## config.mk

```make
export PLATFORM = sky130hd
export DESIGN_NAME = regfile_write_port
export DESIGN_NICKNAME = d
export VERILOG_FILES = /design/src/rtl/mips_rf_pkg.sv /design/src/rtl/regfile_write_port_dec32.sv /design/src/rtl/regfile_write_port.sv
export SDC_FILE = /design/constraint.sdc
export NUM_CORES = 1
export LEC_CHECK = 0
export CAP_MARGIN = 5
export CORE_AREA = 5 5 410 412
export DETAILED_ROUTE_END_ITERATION = 16
export DIE_AREA = 0 0 415 417
export HOLD_SLACK_MARGIN = 0.06
export PLACE_DENSITY = 0.46
export SLEW_MARGIN = 20
export SYNTH_ARGS = -nofsm -noshare
export SYNTH_HDL_FRONTEND = slang
export SYNTH_HIERARCHICAL = 1
export SYNTH_SLANG_ARGS = --single-unit
```

## constraint.sdc

```tcl
create_clock -name clk -period 2.3 [get_ports clk]
set_input_delay 0.345 -clock clk [delete_from_list [all_inputs] [get_ports clk]]
set_output_delay 0.345 -clock clk [all_outputs]
set_load 0.01 [all_outputs]
```

## src/rtl/mips_rf_pkg.sv

```systemverilog
// ---------------------------------------------------------------------------
// mips_rf_pkg
// Shared types and constants for the MIPS register-file write side.
//   rf_state_t    : sweep FSM states (idle / clearing / one-cycle done)
//   RF_NREGS      : number of architectural registers
//   RF_ADDR_W     : register address width
//   RF_ZERO_REG   : index of the hardwired-zero register
//   rf_mask_zero  : forces the r0 bit of a one-hot enable vector low
// ---------------------------------------------------------------------------
package mips_rf_pkg;

    localparam int RF_NREGS    = 32;
    localparam int RF_ADDR_W   = 5;
    localparam int RF_ZERO_REG = 0;

    typedef enum logic [1:0] {
        RF_IDLE  = 2'd0,
        RF_CLEAR = 2'd1,
        RF_DONE  = 2'd2
    } rf_state_t;

    // r0 must never see an enable, whatever the decoder produced.
    function automatic logic [RF_NREGS-1:0] rf_mask_zero(input logic [RF_NREGS-1:0] onehot);
        logic [RF_NREGS-1:0] masked;
        masked              = onehot;
        masked[RF_ZERO_REG] = 1'b0;
        return masked;
    endfunction

endpackage

```

## src/rtl/regfile_write_port_dec32.sv

```systemverilog
// ---------------------------------------------------------------------------
// dec32
// Combinational 5-to-32 one-hot decoder with enable; the structural dual of
// the 32:1 read mux. Built from a 2:4 predecode of addr[1:0] and a 3:8
// predecode of addr[4:2]; each output is the AND of one line from each.
// Ports:
//   i_en      in   1    decoder enable; all outputs low when 0
//   i_addr    in   5    address to decode
//   o_onehot  out  32   o_onehot[a] = i_en & (i_addr == a)
// ---------------------------------------------------------------------------
module dec32
    import mips_rf_pkg::*;
(
    input  logic                 i_en,
    input  logic [RF_ADDR_W-1:0] i_addr,
    output logic [RF_NREGS-1:0]  o_onehot
);

    logic [3:0] w_pre_lo;
    logic [7:0] w_pre_hi;

    // 2:4 predecode of the low address bits
    always_comb begin
        w_pre_lo                = 4'b0000;
        w_pre_lo[i_addr[1:0]]   = 1'b1;
    end

    // 3:8 predecode of the high address bits, gated by the enable
    always_comb begin
        w_pre_hi                = 8'b0000_0000;
        w_pre_hi[i_addr[4:2]]   = i_en;
    end

    genvar g;
    generate
        for (g = 0; g < RF_NREGS; g++) begin : g_and
            assign o_onehot[g] = w_pre_hi[g / 4] & w_pre_lo[g % 4];
        end
    endgenerate

endmodule

```

## src/rtl/regfile_write_port.sv

```systemverilog
// ---------------------------------------------------------------------------
// regfile_write_port
// Write side of the MIPS register file. Accepts write-back requests over a
// valid/ready handshake, decodes the destination into a one-hot enable,
// keeps r0 at zero, runs a sequential clear sweep on request and exposes
// the register contents as bit planes for the bit-sliced read muxes.
// Ports:
//   clk        in   1               rising-edge clock
//   rst_n      in   1               synchronous active-low reset
//   wr_valid   in   1               write request valid
//   wr_ready   out  1               high while idle; write accepted on valid&&ready
//   wr_addr    in   ADDR_W          destination register
//   wr_data    in   DATA_W          write-back data
//   clr_req    in   1               start clear sweep (only honoured in idle)
//   busy       out  1               sweep in progress
//   clr_done   out  1               one-cycle pulse at sweep end
//   rd_planes  out  DATA_W*NREGS    rd_planes[NREGS*b + r] = bit b of reg r
// ---------------------------------------------------------------------------
module regfile_write_port
    import mips_rf_pkg::*;
#(
    parameter int DATA_W = 32,
    parameter int ADDR_W = 5
)(
    input  logic                           clk,
    input  logic                           rst_n,
    input  logic                           wr_valid,
    output logic                           wr_ready,
    input  logic [ADDR_W-1:0]              wr_addr,
    input  logic [DATA_W-1:0]              wr_data,
    input  logic                           clr_req,
    output logic                           busy,
    output logic                           clr_done,
    output logic [DATA_W*(2**ADDR_W)-1:0]  rd_planes
);

    localparam int NREGS = 2 ** ADDR_W;
    localparam logic [ADDR_W-1:0] CNT_FIRST = ADDR_W'(1);
    localparam logic [ADDR_W-1:0] CNT_LAST  = ADDR_W'(NREGS - 1);

    rf_state_t             r_state;
    rf_state_t             w_state_nxt;
    logic [ADDR_W-1:0]     r_cnt;
    logic [ADDR_W-1:0]     w_cnt_nxt;
    logic [DATA_W-1:0]     r_regs [NREGS];

    logic                  w_wr_en;
    logic                  w_clr_en;
    logic [NREGS-1:0]      w_wr_raw;
    logic [NREGS-1:0]      w_clr_raw;
    logic [NREGS-1:0]      w_wr_oh;
    logic [NREGS-1:0]      w_clr_oh;

    // Status outputs are pure decodes of the state register.
    assign wr_ready = (r_state == RF_IDLE);
    assign busy     = (r_state != RF_IDLE);
    assign clr_done = (r_state == RF_DONE);

    assign w_wr_en  = wr_valid & wr_ready;
    assign w_clr_en = (r_state == RF_CLEAR);

    dec32 u_wr_dec (
        .i_en     (w_wr_en),
        .i_addr   (wr_addr),
        .o_onehot (w_wr_raw)
    );

    // The sweep counter is decoded with a second copy of the same decoder.
    dec32 u_clr_dec (
        .i_en     (w_clr_en),
        .i_addr   (r_cnt),
        .o_onehot (w_clr_raw)
    );

    assign w_wr_oh  = rf_mask_zero(w_wr_raw);
    assign w_clr_oh = rf_mask_zero(w_clr_raw);

    // State and sweep counter registers
    always_ff @(posedge clk) begin
        if (!rst_n) begin
            r_state <= RF_IDLE;
            r_cnt   <= '0;
        end else begin
            r_state <= w_state_nxt;
            r_cnt   <= w_cnt_nxt;
        end
    end

    // Next-state and next-counter logic for the clear sweep
    always_comb begin
        w_state_nxt = r_state;
        w_cnt_nxt   = r_cnt;
        case (r_state)
            RF_IDLE: begin
                if (clr_req) begin
                    w_state_nxt = RF_CLEAR;
                    w_cnt_nxt   = CNT_FIRST;
                end else begin
                    w_state_nxt = RF_IDLE;
                    w_cnt_nxt   = r_cnt;
                end
            end
            RF_CLEAR: begin
                // Last register cleared on this edge: stop without wrapping.
                if (r_cnt == CNT_LAST) begin
                    w_state_nxt = RF_DONE;
                    w_cnt_nxt   = r_cnt;
                end else begin
                    w_state_nxt = RF_CLEAR;
                    w_cnt_nxt   = r_cnt + ADDR_W'(1);
                end
            end
            RF_DONE: begin
                w_state_nxt = RF_IDLE;
                w_cnt_nxt   = '0;
            end
            default: begin
                w_state_nxt = RF_IDLE;
                w_cnt_nxt   = '0;
            end
        endcase
    end

    // Register array: writes only happen in idle and clears only in the
    // sweep, so the two enables never overlap on the same edge.
    always_ff @(posedge clk) begin
        if (!rst_n) begin
            for (int i = 0; i < NREGS; i++) begin
                r_regs[i] <= '0;
            end
        end else begin
            for (int i = 0; i < NREGS; i++) begin
                if (w_clr_oh[i]) begin
                    r_regs[i] <= '0;
                end else if (w_wr_oh[i]) begin
                    r_regs[i] <= wr_data;
                end else begin
                    r_regs[i] <= r_regs[i];
                end
            end
        end
    end

    // Plane re-packing: plane b gathers bit b of every register.
    genvar gb, gr;
    generate
        for (gb = 0; gb < DATA_W; gb++) begin : g_plane
            for (gr = 0; gr < NREGS; gr++) begin : g_reg
                assign rd_planes[NREGS*gb + gr] = r_regs[gr][gb];
            end
        end
    endgenerate

endmodule
```

==> run metrics <==
relative slew slack 0.645; Critical Path Fanout Max 32; synthesized area per cell 16.5 sq um; hold_sp rst_n; delay-heaviest family, CP simple AND/OR/NAND/NOR gates; footprint of the multi-input gates 0.00879 sq mm; FF-to-FF End r_regs[1][274]; GPL Wtd Cong between 0.7 and 0.8; min cycle time layout 2.23 ns; CTS root buf clkbuf_16; largest net degree at the start of global routing 68; H-tree levels 3; fillers 15,704; I/O Buffers 1,035; row count around 150; Ys Warns 6; routed vias approximately 24,000; Wirelength per Cell 29.7 um; DRT iter0 DRCs 2,183; CTS tree done; final setup vio count 0; Worst Path Arrival roughly 2.7 ns; Via-to-Cell Ratio 4.14; Initial DRT Pass Iterations 5; Cells after Synth between 2,000 and 2,500; Pins Over Slew Limit 0; clk_lat worst skew roughly 0.75 ns; crit path buf inv count 2; Worst Hold Path EP r_state[0]; Pwr Total between 40 and 50 mW; die area 0.173 sq mm; Sink Count between 900 and 1,000; leak pwr 21.5 nW; DRC Markers 0; I/O pins 1,068; final WL approximately 170 mm; overall die width approximately 420 um; Reg area between 0.02 and 0.03 sq mm; worst r2r path cells 7; power density cells ~730 mW/mm^2; Worst R2R Start r_state[0]; Crit Path Class flip-flop to flip-flop; Cell Chain, Critical Path nor2b_1 > buf_4 > or4b_4 > nor2_1 > and3b_2 > buf_12 > and2_2; hold_ws ~0.16 ns; RSZ-0062 raised after global routing true; Total Routing Usage GR 0.191; R2R Setup Slk 0.07 ns; setup TNS 0 ns; total gr overflow 0; Antenna Nets Post-Route 0; status completed; share of post-route cells with drive strength above 1 0.377; Final #Nets 3,549; antenna violations before repair 33; endpoint type of the worst setup path flip-flop; Final HPWL DP 116 mm; Max Freq 448 MHz; worst vdd ir 0.733 mV; Max-Cap Viols 0; vias in the first global route 23,805; Initial Util 0.242; Worst Skew 0.0553 ns; clk slew on worst S/H paths 0.05 ns; slowest CP cell or4b_4; Inserted Clock Buffers 116; final hold vios 0; Area Growth Syn to Fin 45.2%; Die Span Y 417 um; CP Launch Type flip-flop; area of the core between 0.15 and 0.2 sq mm; hold crit path type primary input to flip-flop; Crit path largest cell delay about 0.52 ns; Final period util 0.971; Slew @ Worst Pin ~0.53 ns; first-pass GRT wire length ~220 mm; Clock Path Buffers 3; worst hold stages 3; WP data required 2.77 ns; synthesized area 0.0397 sq mm
[placed cells by master, fill, tap and decap left out, drive strengths merged, types with 7 or more instances in the layout]
| cell | count |
|---|---|
| clkdlybuf4s50 | 997 |
| and2 | 993 |
| edfxtp | 992 |
| buf | 182 |
| clkbuf | 153 |
| nor2 | 63 |
| clkinv | 49 |
| conb | 32 |
| and3b | 31 |
| or3b | 31 |
| diode | 22 |
| nand4b | 8 |
| dfxtp | 7 |
| inv | 7 |
[registers in the layout (all words and copies together) (netlist names)]
register / flops
r_cnt: 5
r_regs: 992
r_state: 2
[worst max-delay path by stage]
stage	endpoint	depth (start not counted)	start
after floorplan	r_regs[1][256]	5	r_state[1]
after global placement	r_regs[1][6]	7	wr_addr[0]
after detailed placement	r_regs[1][29]	7	wr_addr[0]
after CTS	rd_planes[987]	1	r_regs[1][382]
after global routing	r_regs[1][272]	7	r_state[0]
final	r_regs[1][274]	7	r_state[0]
[layer usage]
layer  GRT usage  routed length (um)
met1       0.212               62500
met2       0.353               91100
met3      0.0513               12800
met4      0.0624                5890
met5           0                   0
[final cells by class]
cell class	count	area share
clock buffer	153	0.0527
antenna	22	0.000955
sequential	999	0.519
inverter	2	0.000130
clock inverter	60	0.00959
tap	2189	0.0475
timing repair buffer	1184	0.218
multi-input combinational	1203	0.152
[stage by stage]
step                 util  area [sq um]  instances  setup slack [ns]
finish              0.352         57700       5812            0.0671
global route        0.351         57600       5794           -0.0269
CTS                 0.351         57600       5789            0.0160
detailed placement  0.329         54000       5576            -0.442
global placement    0.329         54000       5576            -0.413
floorplan               -         39900       2439             0.101
[worst reg2reg max path, cell delays in order (launching register included)]
cell and delay [ns]:
dfxtp_1 0.36, nor2b_1 0.14, buf_4 0.14, or4b_4 0.52, nor2_1 0.20, and3b_2 0.25
buf_12 0.16, and2_2 0.23
[where the power goes]
part           internal, mW  switching (mW)  leakage (nW)
Sequential             20.6           0.199          10.4
Clock                  9.89            7.87          1.73
Combinational          1.49            2.19          9.39
Total                  32.0            10.3          21.5
[what timing repair did]
action | 4_1_cts | 5_1_grt
gates resized for setup | 9 | 3
hold buffers | 0 | 0
pin swaps | 0 | 1
buffers inserted | 0 | 1
endpoints found under the setup margin | 53 | 124
Power figures use the tool's default switching activity.
